## config.mk

```make
export PLATFORM = sky130hd
export DESIGN_NAME = riscv_multicycle_ctrl_flat
export DESIGN_NICKNAME = d
export VERILOG_FILES = /design/src/rtl/riscv_multicycle_ctrl_if.sv /design/src/rtl/riscv_multicycle_ctrl.sv /design/src/flat_wrapper.sv
export SDC_FILE = /design/constraint.sdc
export NUM_CORES = 1
export LEC_CHECK = 0
export CAP_MARGIN = 25
export CORE_AREA = 2 2 45 47
export CTS_CLUSTER_SIZE = 40
export DETAILED_ROUTE_END_ITERATION = 16
export DIE_AREA = 0 0 47 49
export PLACE_DENSITY = 0.8
export RECOVER_POWER = 50
export SYNTH_ARGS = -nofsm -noshare
export SYNTH_HDL_FRONTEND = slang
export SYNTH_SLANG_ARGS = --single-unit
export TNS_END_PERCENT = 50
```

## constraint.sdc

```tcl
create_clock -name clk -period 1.6 [get_ports clk]
set_input_delay 0.32 -clock clk [delete_from_list [all_inputs] [get_ports clk]]
set_output_delay 0.32 -clock clk [all_outputs]
set_load 0.005 [all_outputs]
```

## src/rtl/riscv_multicycle_ctrl_if.sv

```systemverilog
// Control interface between the multicycle control FSM and the RV64I datapath.
// Zero latency: plain wires bundled for port grouping.
// No backpressure: the datapath acts on every command in the cycle it is driven.
//
// Signals: opcode/funct3/funct7_5/z flow from datapath to control; every
// enable, mux select, ALU selector, exitState and state_out flow the other way.
// The master modport is the control FSM side; the slave modport is the datapath.
interface riscv_multicycle_ctrl_if;
    logic [6:0] opcode;
    logic [2:0] funct3;
    logic       funct7_5;
    logic       z;

    logic       PCwrite;
    logic       PCSource;
    logic       IRwrite;
    logic       RegWrite;
    logic       loadRegA;
    logic       loadRegB;
    logic       loadRegAluOut;
    logic       loadRegMemData;
    logic       MemData_Write;
    logic       SelMux2;
    logic [1:0] SelMux4;
    logic       SelMuxMem;
    logic [2:0] AluOperation;
    logic       exitState;
    logic [3:0] state_out;

    modport master (
        input  opcode, funct3, funct7_5, z,
        output PCwrite, PCSource, IRwrite, RegWrite, loadRegA, loadRegB,
               loadRegAluOut, loadRegMemData, MemData_Write, SelMux2, SelMux4,
               SelMuxMem, AluOperation, exitState, state_out
    );

    modport slave (
        output opcode, funct3, funct7_5, z,
        input  PCwrite, PCSource, IRwrite, RegWrite, loadRegA, loadRegB,
               loadRegAluOut, loadRegMemData, MemData_Write, SelMux2, SelMux4,
               SelMuxMem, AluOperation, exitState, state_out
    );
endinterface

```

## src/rtl/riscv_multicycle_ctrl.sv

```systemverilog
// Multicycle control FSM for the RV64I-subset datapath (add/sub/and/xor, addi/andi/xori, ld, sd, beq, bne).
// Latency: 4 (branch taken) to 8 (ld) cycles per instruction, FETCH to FETCH.
// No backpressure: memory is fixed-latency, the FSM advances every cycle.
//
// Ports: clk, rst (synchronous, active-high); ctl is the master side of the
// datapath control interface (IR fields and ALU zero in, enables/selects out).
// Outputs decode the current state (plus z in BRANCH) and are held at 0 while rst=1.
module riscv_multicycle_ctrl #(
    parameter logic [2:0] ALU_ADD = 3'b001,
    parameter logic [2:0] ALU_SUB = 3'b010,
    parameter logic [2:0] ALU_AND = 3'b011,
    parameter logic [2:0] ALU_XOR = 3'b100
) (
    input  logic                          clk,
    input  logic                          rst,
    riscv_multicycle_ctrl_if.master       ctl
);

    typedef enum logic [3:0] {
        FETCH    = 4'd0,
        FETCH_IR = 4'd1,
        DECODE   = 4'd2,
        MEM_ADDR = 4'd3,
        LD_WAIT  = 4'd4,
        LD_MDR   = 4'd5,
        LD_WB    = 4'd6,
        SD_WRITE = 4'd7,
        R_EXEC   = 4'd8,
        I_EXEC   = 4'd9,
        ALU_WB   = 4'd10,
        BRANCH   = 4'd11,
        PC_INC   = 4'd12,
        HALT     = 4'd13
    } state_e;

    localparam logic [6:0] OP_R      = 7'b0110011;
    localparam logic [6:0] OP_I      = 7'b0010011;
    localparam logic [6:0] OP_LOAD   = 7'b0000011;
    localparam logic [6:0] OP_STORE  = 7'b0100011;
    localparam logic [6:0] OP_BRANCH = 7'b1100011;

    state_e state_q, state_d;

    logic r_legal, i_legal, taken, is_load;
    logic [2:0] r_alu, i_alu;

    // Funct decode, shared by DECODE (legality) and the EXEC states (selector).
    // The IR is stable for the whole instruction, so reading it late is safe.
    always_comb begin
        r_legal = (ctl.funct3 == 3'b000) || (ctl.funct3 == 3'b111) || (ctl.funct3 == 3'b100);
        i_legal = r_legal;
        is_load = (ctl.opcode == OP_LOAD);
        taken   = ((ctl.funct3 == 3'b000) &&  ctl.z) ||
                  ((ctl.funct3 == 3'b001) && !ctl.z);
        unique case (ctl.funct3)
            3'b111:  r_alu = ALU_AND;
            3'b100:  r_alu = ALU_XOR;
            default: r_alu = ctl.funct7_5 ? ALU_SUB : ALU_ADD;
        endcase
        unique case (ctl.funct3)
            3'b111:  i_alu = ALU_AND;
            3'b100:  i_alu = ALU_XOR;
            default: i_alu = ALU_ADD;
        endcase
    end

    always_comb begin
        state_d            = state_q;
        ctl.PCwrite        = 1'b0;
        ctl.PCSource       = 1'b0;
        ctl.IRwrite        = 1'b0;
        ctl.RegWrite       = 1'b0;
        ctl.loadRegA       = 1'b0;
        ctl.loadRegB       = 1'b0;
        ctl.loadRegAluOut  = 1'b0;
        ctl.loadRegMemData = 1'b0;
        ctl.MemData_Write  = 1'b0;
        ctl.SelMux2        = 1'b0;
        ctl.SelMux4        = 2'b00;
        ctl.SelMuxMem      = 1'b0;
        ctl.AluOperation   = 3'b000;
        ctl.exitState      = 1'b0;

        case (state_q)
            FETCH:    state_d = FETCH_IR;
            FETCH_IR: begin
                ctl.IRwrite = 1'b1;
                state_d     = DECODE;
            end
            DECODE: begin
                // Precompute branch target PC + (imm << 1) into AluOut.
                ctl.loadRegA      = 1'b1;
                ctl.loadRegB      = 1'b1;
                ctl.SelMux4       = 2'b11;
                ctl.AluOperation  = ALU_ADD;
                ctl.loadRegAluOut = 1'b1;
                if (ctl.opcode == OP_R && r_legal)
                    state_d = R_EXEC;
                else if (ctl.opcode == OP_I && i_legal)
                    state_d = I_EXEC;
                else if ((ctl.opcode == OP_LOAD || ctl.opcode == OP_STORE) && ctl.funct3 == 3'b011)
                    state_d = MEM_ADDR;
                else if (ctl.opcode == OP_BRANCH && ctl.funct3[2:1] == 2'b00)
                    state_d = BRANCH;
                else
                    state_d = HALT;
            end
            MEM_ADDR: begin
                ctl.SelMux2       = 1'b1;
                ctl.SelMux4       = 2'b10;
                ctl.AluOperation  = ALU_ADD;
                ctl.loadRegAluOut = 1'b1;
                state_d           = is_load ? LD_WAIT : SD_WRITE;
            end
            LD_WAIT:  state_d = LD_MDR;
            LD_MDR: begin
                ctl.loadRegMemData = 1'b1;
                state_d            = LD_WB;
            end
            LD_WB: begin
                ctl.RegWrite  = 1'b1;
                ctl.SelMuxMem = 1'b1;
                state_d       = PC_INC;
            end
            SD_WRITE: begin
                ctl.MemData_Write = 1'b1;
                state_d           = PC_INC;
            end
            R_EXEC: begin
                ctl.SelMux2       = 1'b1;
                ctl.SelMux4       = 2'b00;
                ctl.AluOperation  = r_alu;
                ctl.loadRegAluOut = 1'b1;
                state_d           = ALU_WB;
            end
            I_EXEC: begin
                ctl.SelMux2       = 1'b1;
                ctl.SelMux4       = 2'b10;
                ctl.AluOperation  = i_alu;
                ctl.loadRegAluOut = 1'b1;
                state_d           = ALU_WB;
            end
            ALU_WB: begin
                ctl.RegWrite = 1'b1;
                state_d      = PC_INC;
            end
            BRANCH: begin
                // ALU compares A-B for z; AluOut keeps the DECODE target.
                ctl.SelMux2      = 1'b1;
                ctl.SelMux4      = 2'b00;
                ctl.AluOperation = ALU_SUB;
                ctl.PCwrite      = taken;
                ctl.PCSource     = taken;
                state_d          = taken ? FETCH : PC_INC;
            end
            PC_INC: begin
                ctl.SelMux4      = 2'b01;
                ctl.AluOperation = ALU_ADD;
                ctl.PCwrite      = 1'b1;
                state_d          = FETCH;
            end
            HALT: begin
                ctl.exitState = 1'b1;
                state_d       = HALT;
            end
            default:  state_d = HALT;
        endcase

        // Mask every command while reset is high so the reset edge writes nothing.
        if (rst) begin
            ctl.PCwrite        = 1'b0;
            ctl.PCSource       = 1'b0;
            ctl.IRwrite        = 1'b0;
            ctl.RegWrite       = 1'b0;
            ctl.loadRegA       = 1'b0;
            ctl.loadRegB       = 1'b0;
            ctl.loadRegAluOut  = 1'b0;
            ctl.loadRegMemData = 1'b0;
            ctl.MemData_Write  = 1'b0;
            ctl.SelMux2        = 1'b0;
            ctl.SelMux4        = 2'b00;
            ctl.SelMuxMem      = 1'b0;
            ctl.AluOperation   = 3'b000;
            ctl.exitState      = 1'b0;
        end
    end

    always_ff @(posedge clk) begin
        if (rst) state_q <= FETCH;
        else     state_q <= state_d;
    end

    assign ctl.state_out = rst ? 4'd0 : state_q;

endmodule

```

## src/flat_wrapper.sv

```systemverilog
// flat-port wrapper written by rule: the top's interface ports become plain ports
module riscv_multicycle_ctrl_flat 
#(
    parameter logic [2:0] ALU_ADD = 3'b001,
    parameter logic [2:0] ALU_SUB = 3'b010,
    parameter logic [2:0] ALU_AND = 3'b011,
    parameter logic [2:0] ALU_XOR = 3'b100
)
  (clk, rst, ctl_opcode, ctl_funct3, ctl_funct7_5, ctl_z, ctl_PCwrite, ctl_PCSource, ctl_IRwrite, ctl_RegWrite, ctl_loadRegA, ctl_loadRegB, ctl_loadRegAluOut, ctl_loadRegMemData, ctl_MemData_Write, ctl_SelMux2, ctl_SelMux4, ctl_SelMuxMem, ctl_AluOperation, ctl_exitState, ctl_state_out);
  riscv_multicycle_ctrl_if ctl_i ();
  input  logic clk;
  input  logic rst;
  input wire logic [$bits(ctl_i.opcode)-1:0] ctl_opcode;
  input wire logic [$bits(ctl_i.funct3)-1:0] ctl_funct3;
  input wire logic [$bits(ctl_i.funct7_5)-1:0] ctl_funct7_5;
  input wire logic [$bits(ctl_i.z)-1:0] ctl_z;
  output wire logic [$bits(ctl_i.PCwrite)-1:0] ctl_PCwrite;
  output wire logic [$bits(ctl_i.PCSource)-1:0] ctl_PCSource;
  output wire logic [$bits(ctl_i.IRwrite)-1:0] ctl_IRwrite;
  output wire logic [$bits(ctl_i.RegWrite)-1:0] ctl_RegWrite;
  output wire logic [$bits(ctl_i.loadRegA)-1:0] ctl_loadRegA;
  output wire logic [$bits(ctl_i.loadRegB)-1:0] ctl_loadRegB;
  output wire logic [$bits(ctl_i.loadRegAluOut)-1:0] ctl_loadRegAluOut;
  output wire logic [$bits(ctl_i.loadRegMemData)-1:0] ctl_loadRegMemData;
  output wire logic [$bits(ctl_i.MemData_Write)-1:0] ctl_MemData_Write;
  output wire logic [$bits(ctl_i.SelMux2)-1:0] ctl_SelMux2;
  output wire logic [$bits(ctl_i.SelMux4)-1:0] ctl_SelMux4;
  output wire logic [$bits(ctl_i.SelMuxMem)-1:0] ctl_SelMuxMem;
  output wire logic [$bits(ctl_i.AluOperation)-1:0] ctl_AluOperation;
  output wire logic [$bits(ctl_i.exitState)-1:0] ctl_exitState;
  output wire logic [$bits(ctl_i.state_out)-1:0] ctl_state_out;
  assign ctl_i.opcode = ctl_opcode;
  assign ctl_i.funct3 = ctl_funct3;
  assign ctl_i.funct7_5 = ctl_funct7_5;
  assign ctl_i.z = ctl_z;
  assign ctl_PCwrite = ctl_i.PCwrite;
  assign ctl_PCSource = ctl_i.PCSource;
  assign ctl_IRwrite = ctl_i.IRwrite;
  assign ctl_RegWrite = ctl_i.RegWrite;
  assign ctl_loadRegA = ctl_i.loadRegA;
  assign ctl_loadRegB = ctl_i.loadRegB;
  assign ctl_loadRegAluOut = ctl_i.loadRegAluOut;
  assign ctl_loadRegMemData = ctl_i.loadRegMemData;
  assign ctl_MemData_Write = ctl_i.MemData_Write;
  assign ctl_SelMux2 = ctl_i.SelMux2;
  assign ctl_SelMux4 = ctl_i.SelMux4;
  assign ctl_SelMuxMem = ctl_i.SelMuxMem;
  assign ctl_AluOperation = ctl_i.AluOperation;
  assign ctl_exitState = ctl_i.exitState;
  assign ctl_state_out = ctl_i.state_out;
  riscv_multicycle_ctrl #(.ALU_ADD(ALU_ADD), .ALU_SUB(ALU_SUB), .ALU_AND(ALU_AND), .ALU_XOR(ALU_XOR)) u_core (.clk(clk), .rst(rst), .ctl(ctl_i));
endmodule
```

==> results_dict.tcl, run 1 <==
set metrics [dict create \
    die_y_um 49 \
    drcViolationCount 0 \
    max-vdd-ir-drop_mv 0.655 \
    clock_power_share 0.070 \
    numCtsBuffers 3 \
    postCtsHoldBufs 0 \
    seq_area_frac_synth 0.124 \
    p_comb_frac 0.822 \
    grt_pass1_vias 1081 \
    initial_core_util 0.351 \
    largest_reg_flops 4 \
    clockBufferDepth 2 \
    top_register "u_core.state_q" \
    syn2layout_area_growth_pct 136 \
    final_cells 196 \
    path_class "reg2out" \
    p_per_area_mw_per_mm2 1300 \
    max-cap-violations 0 \
    rsz0062_at_grt "yes" \
    synth_common_cells "nor2_1, a21oi_1, nor2b_1" \
    place.gp.congestion 0.821 \
    critPathSlowestCell "dfxtp_2" \
    critPathMaxFanout 6 \
    whs_ns 0.571 \
    cts_tree "built" \
    die_area_mm2 0.00230 \
    min_period_ns 1.81 \
    grt_pass1_wl_um 4710 \
    setup_viol 19 \
    crit_arrival_ns 1.49 \
    grt_remaining_overflow 0 \
    ys.flop_type "dfxtp_1" \
    cts_root_buf "clkbuf_4" \
    power.internal_uw 1090 \
    worst_slew_margin_rel 0.806 \
    vias 1120 \
    fmax_mhz 552 \
    worst_pin_slew_ns 0.291 \
    core_area_mm2 0.00184 \
    switching_power_uw 883 \
    rows 16 \
    portBuffers 34 \
    status "finished with violations" \
    syn_area_um2 646 \
    final_layout_size_suffix_gt1_frac 0.669 \
    dr.pass1.iters 4 \
    p_leak_uw 0.000705 \
    top_regs "u_core.state_q: 4 flops" \
    vias_per_cell 5.71 \
    finalMaxSlewViolations 0 \
    synth-seq-cells 4 \
    finalCritPeriodShare 1.13 \
    synth_edf_count 0 \
    antenna_found_initial 0 \
    cpLargestDelayFamily "flip-flops" \
    synth_top_area_frac 0.124 \
    insertion_delay_ns 0.25 \
    die_w_um 47 \
    h-tree-depth 1 \
    required_ns 1.28 \
    syn-num-nets 108 \
    ys_top_cells_by_area "dfxtp_1, nor2_1, nor2b_1, a21oi_1, nand2b_1" \
    syn_inst 94 \
    dp.cells 180 \
    track_usage 0.281 \
    cts.clk_slew.worst_paths_ns 0.04 \
    critPathBufInv 2 \
    path_cells "buf_8 > nand4_1 > o21ai_1 > and2_1 > buf_2" \
    critical_path.endpoint_type "primary output" \
    finClkSkew_ns 0.00470 \
    n_antenna_cell 0 \
    synth-async-reset-ratio 0 \
    worst_slack_ns -0.211 \
    swShare 0.447 \
    drtIter0Drc 51 \
    syn_area_per_cell_um2 6.87 \
    wl_per_cell_um 18.3 \
    p_seq_frac 0.108 \
    violations "negative setup slack" \
    grt_max_degree 20 \
    dpl.hpwl_um 1850 \
    synth_cell_types 41 \
    io_pins 35 \
    clock-sinks 4 \
    yosys_warnings 0 \
    wirelength_um 3580 \
    ant_nets 0 \
    cp_slowest_stage_delay_ns 0.45 \
    finalHoldViolations 0 \
    synth_area_leader_cell "dfxtp_1" \
    hold_path.class "in2reg" \
    startpoint_type "register" \
    yosysMostFrequentCell "nor2_1" \
    layout.nets 185 \
]
==> worst paths after layout <==
check	end	from	slack (ns)	cells after the start
min	u_core.state_q[1]	ctl_opcode[5]	0.57	4
min reg2reg	u_core.state_q[0]	u_core.state_q[1]	0.70	3
max	ctl_PCwrite	u_core.state_q[0]	-0.21	5
max reg2reg	u_core.state_q[2]	u_core.state_q[1]	-0.14	6
==> metrics by stage <==
| stage | setup slack, ns | total power [uW] | utilization | area [um^2] | setup TNS (ns) |
|---|---|---|---|---|---|
| after floorplan | 0.0753 | 781 | - | 646 | 0 |
| after global routing | -0.268 | 2080 | 0.827 | 1520 | -3.10 |
| after global placement | -0.685 | 1330 | 0.665 | 1220 | -12.36 |
| after detailed placement | -0.736 | 1360 | 0.665 | 1220 | -12.85 |
| final | -0.211 | 1980 | 0.827 | 1520 | -2.03 |
| after CTS | -0.218 | 1710 | 0.757 | 1390 | -1.45 |
==> kinds of logic (layout without fill, tap and decap cells) <==
family / count (synthesis) / in the layout / synth area share
AO/OA/AOI/OAI: 21 / 21 / 0.242
XOR/XNOR: 3 / 3 / 0.0407
buffers and inverters: 11 / 86 / 0.0833
flip-flops: 4 / 4 / 0.124
AND/OR/NAND/NOR: 55 / 55 / 0.510
==> final cells by class <==
class	instances	area, um^2
clock buffers	3	22.5
well taps	27	33.8
multi-input cells	79	714
repair buffers	80	653
inverters	3	11.3
fillers	104	319
flip-flops and latches	4	87.6
==> cells in the final DEF, fill, tap and decap left out, types with 3 or more instances in the layout <==
master / count
buf_4: 36
clkdlybuf4s15_1: 3
inv_1: 3
nor2b_4: 4
dlygate4sd2_1: 3
nor2_1: 8
clkbuf_4: 4
buf_2: 14
nor2_2: 4
dfxtp_2: 3
dlymetal6s2s_1: 6
buf_6: 9
nand2_1: 6
nor3_2: 3
nor2b_1: 3
nand4_1: 3
clkbuf_2: 4
a21oi_1: 6
==> per-layer routing <==
layer,track usage,part of all wire,vias to the layer above
met1,0.294,0.35,525
met5,0,0,-
met3,0.0333,0.071,20
met2,0.509,0.52,82
met4,0.148,0.061,0
li1,-,-,493
==> what timing repair did <==
| action | 4_1_cts | 5_1_grt |
|---|---|---|
| buffers inserted | 9 | 5 |
| resized for setup | 113 | 40 |
| setup endpoints to repair | 25 | 20 |
| pin swaps | 13 | 13 |
==> power groups by stage <==
stage / sequential [uW] / combinational (uW) / clock, uW
2_1_floorplan: 183 / 598 / 0
3_3_place_gp: 182 / 1150 / 0
3_5_place_dp: 185 / 1180 / 0
4_1_cts: 206 / 1370 / 136
5_1_grt: 217 / 1710 / 146
6_report: 214 / 1620 / 139
==> worst register-to-register path, delay by kind of cell, from the launching register on <==
kind	cells	cell delay (ns)
buffers and inverters	2	0.28
flip-flops	1	0.33
AND/OR/NAND/NOR	3	0.98
AO/OA/AOI/OAI	1	0.07
No activity file was read; power rests on OpenSTA's default activity.
==> inputs of run 2 (changes only) <==
--- a/config.mk
+++ b/config.mk
@@ -6,11 +6,11 @@
 export NUM_CORES = 1
 export LEC_CHECK = 0
 export CAP_MARGIN = 25
-export CORE_AREA = 2 2 45 47
+export CORE_AREA = 2 2 47 49
 export CTS_CLUSTER_SIZE = 40
 export DETAILED_ROUTE_END_ITERATION = 16
-export DIE_AREA = 0 0 47 49
-export PLACE_DENSITY = 0.8
+export DIE_AREA = 0 0 49 51
+export PLACE_DENSITY = 0.7
 export RECOVER_POWER = 50
 export SYNTH_ARGS = -nofsm -noshare
 export SYNTH_HDL_FRONTEND = slang
==> constraint.sdc (replaced) <==
create_clock -name clk -period 1.5 [get_ports clk]
set_input_delay 0.3 -clock clk [delete_from_list [all_inputs] [get_ports clk]]
set_output_delay 0.3 -clock clk [all_outputs]
set_load 0.005 [all_outputs]
==> results_dict.tcl, run 2 (same netlist as run 1, synthesis figures left out) <==
set metrics [dict create \
    status "finished with violations" \
    violations "negative setup slack" \
    finClkSkew_ns 0.00481 \
    cts_root_buf "clkbuf_4" \
    final_common_cell "buf_4" \
    antenna_found_initial 0 \
    vias 1017 \
    startpoint_type "register" \
    grt_pass1_wl_um 4220 \
    tns_ns -2.56 \
    top_regs "u_core.state_q: 4 flops" \
    min_period_ns 1.76 \
    layout.nets 182 \
    n_antenna_cell 0 \
    fmax_mhz 567 \
    insertion_delay_ns 0.24 \
    crit_arrival_ns 1.46 \
    worst_slack_ns -0.264 \
    core_area_mm2 0.00206 \
    largest_reg_flops 4 \
    top_register "u_core.state_q" \
    rows 17 \
    numCtsBuffers 3 \
    final_layout_size_suffix_gt1_frac 0.705 \
    max-vdd-ir-drop_mv 0.773 \
    dp_slack_ns -0.830 \
    rr_endpoint "u_core.state_q[2]" \
    portBuffers 34 \
    p_leak_uw 0.000705 \
    vias_per_cell 5.24 \
    cts.clk_slew.worst_paths_ns 0.04 \
    wl_per_cell_um 14.9 \
    final_util 0.756 \
    die_area_mm2 0.00250 \
    clock-sinks 4 \
    max-cap-violations 0 \
    die_y_um 51 \
    initial_core_util 0.313 \
    p_per_area_mw_per_mm2 1360 \
    hold_path.class "in2reg" \
    io_pins 35 \
    setup_viol 19 \
    grt_pass1_vias 1001 \
    syn2layout_area_growth_pct 142 \
    place.gp.congestion 0.738 \
    wirelength_um 2890 \
    clockBufferDepth 2 \
    finalHoldViolations 0 \
    drtIter0Drc 25 \
    ant_nets 0 \
    path_class "reg2out" \
    final_area_mm2 0.00156 \
    worstHoldEndpoint "u_core.state_q[1]" \
    grt_max_degree 20 \
    track_usage 0.216 \
    die_w_um 49 \
    critPathMaxFanout 5 \
    worst-r2r-setup-slack_ns -0.21 \
    rsz0062_at_grt "yes" \
    whs_path_depth 4 \
    drcViolationCount 0 \
    cts_tree "built" \
    placed_cell_area_mm2 0.00124 \
    dr.pass1.iters 4 \
    finalCritPeriodShare 1.18 \
    grt_remaining_overflow 0 \
    finalMaxSlewViolations 0 \
    reg2regPathDepth 6 \
    power_uw 2120 \
    most-common-layout-cells "buf_4, buf_6, buf_2" \
    critical_path.endpoint_type "primary output" \
    postCtsHoldBufs 0 \
    worst_pin_slew_ns 0.270 \
    worst_slew_margin_rel 0.820 \
    hold_start "ctl_opcode[5]" \
    n_fill_cell 146 \
    dpl.hpwl_um 1810 \
    required_ns 1.20 \
    h-tree-depth 1 \
    reg2reg_from "u_core.state_q[3]" \
]
[run 2: changes by cell type in the layout (fill, tap and decap cells not counted), moves of 2 or more]
cell | previous run | this run
o21ai_2 | 0 | 2
nand2_1 | 6 | 4
buf_6 | 9 | 14
o21ai_1 | 2 | 0
buf_4 | 36 | 29
clkdlybuf4s15_1 | 3 | 0
nand2_2 | 0 | 2
clkdlybuf4s15_2 | 2 | 4
[run 2: metrics by stage]
| step | instances | hold slack, ns |
|---|---|---|
| after floorplan | 94 | 0.477 |
| after global placement | 181 | 0.694 |
| after detailed placement | 181 | 0.698 |
| after CTS | 191 | 0.675 |
| after global routing | 194 | 0.599 |
| final | 194 | 0.560 |
[run 2: worst max-delay path, cell delays in order (launching register included)]
cell and delay (ns):
dfxtp_4 0.34, buf_6 0.13, buf_6 0.10, nand4_1 0.12, buf_4 0.16, o21ai_2 0.09, and2_1 0.15, buf_2 0.13
[run 2: layout make-up]
| class | instances | area (um^2) | share of cell area |
|---|---|---|---|
| clock buffer | 3 | 22.5 | 0.0144 |
| inverter | 3 | 11.3 | 0.00722 |
| multi-input combinational | 79 | 744 | 0.477 |
| sequential | 4 | 86.3 | 0.0553 |
| tap | 28 | 35.0 | 0.0225 |
| timing repair buffer | 77 | 661 | 0.423 |
[run 2: what timing repair did]
item,CTS,global route
gates resized for setup,119,44
pin swaps,11,19
setup buffers,7,3
setup endpoints to repair,25,23
[run 2: where the power goes]
part / internal, uW / total (uW) / switching [uW]
clock: 89.6 / 136 / 46.4
sequential: 165 / 200 / 34.8
combinational: 969 / 1790 / 821
[run 2: worst max path at each step]
stage                       from                  end  slack, ns  cells after the start
2_1_floorplan  u_core.state_q[0]          ctl_PCwrite       0.02                      4
3_3_place_gp       ctl_funct3[2]  ctl_AluOperation[0]      -0.81                      6
3_5_place_dp       ctl_funct3[2]  ctl_AluOperation[0]      -0.83                      6
4_1_cts        u_core.state_q[2]         ctl_loadRegA      -0.29                      4
5_1_grt        u_core.state_q[0]          ctl_PCwrite      -0.34                      7
6_report       u_core.state_q[0]          ctl_PCwrite      -0.26                      7
[run 2: layer usage]
metal / routed length, um / GRT usage
met1: 1060 / 0.230
met3: 141 / 0.0322
met4: 78 / 0.124
met2: 1600 / 0.406
met5: 0 / 0
==> inputs of run 3 (changes only) <==
--- a/config.mk
+++ b/config.mk
@@ -11,7 +11,7 @@
 export DETAILED_ROUTE_END_ITERATION = 16
 export DIE_AREA = 0 0 49 51
 export PLACE_DENSITY = 0.7
-export RECOVER_POWER = 50
+export RECOVER_POWER = 100
 export SYNTH_ARGS = -nofsm -noshare
 export SYNTH_HDL_FRONTEND = slang
 export SYNTH_SLANG_ARGS = --single-unit
==> results of run 3 <==
No change in the layout: final DEF, timing and power equal those of run 2.
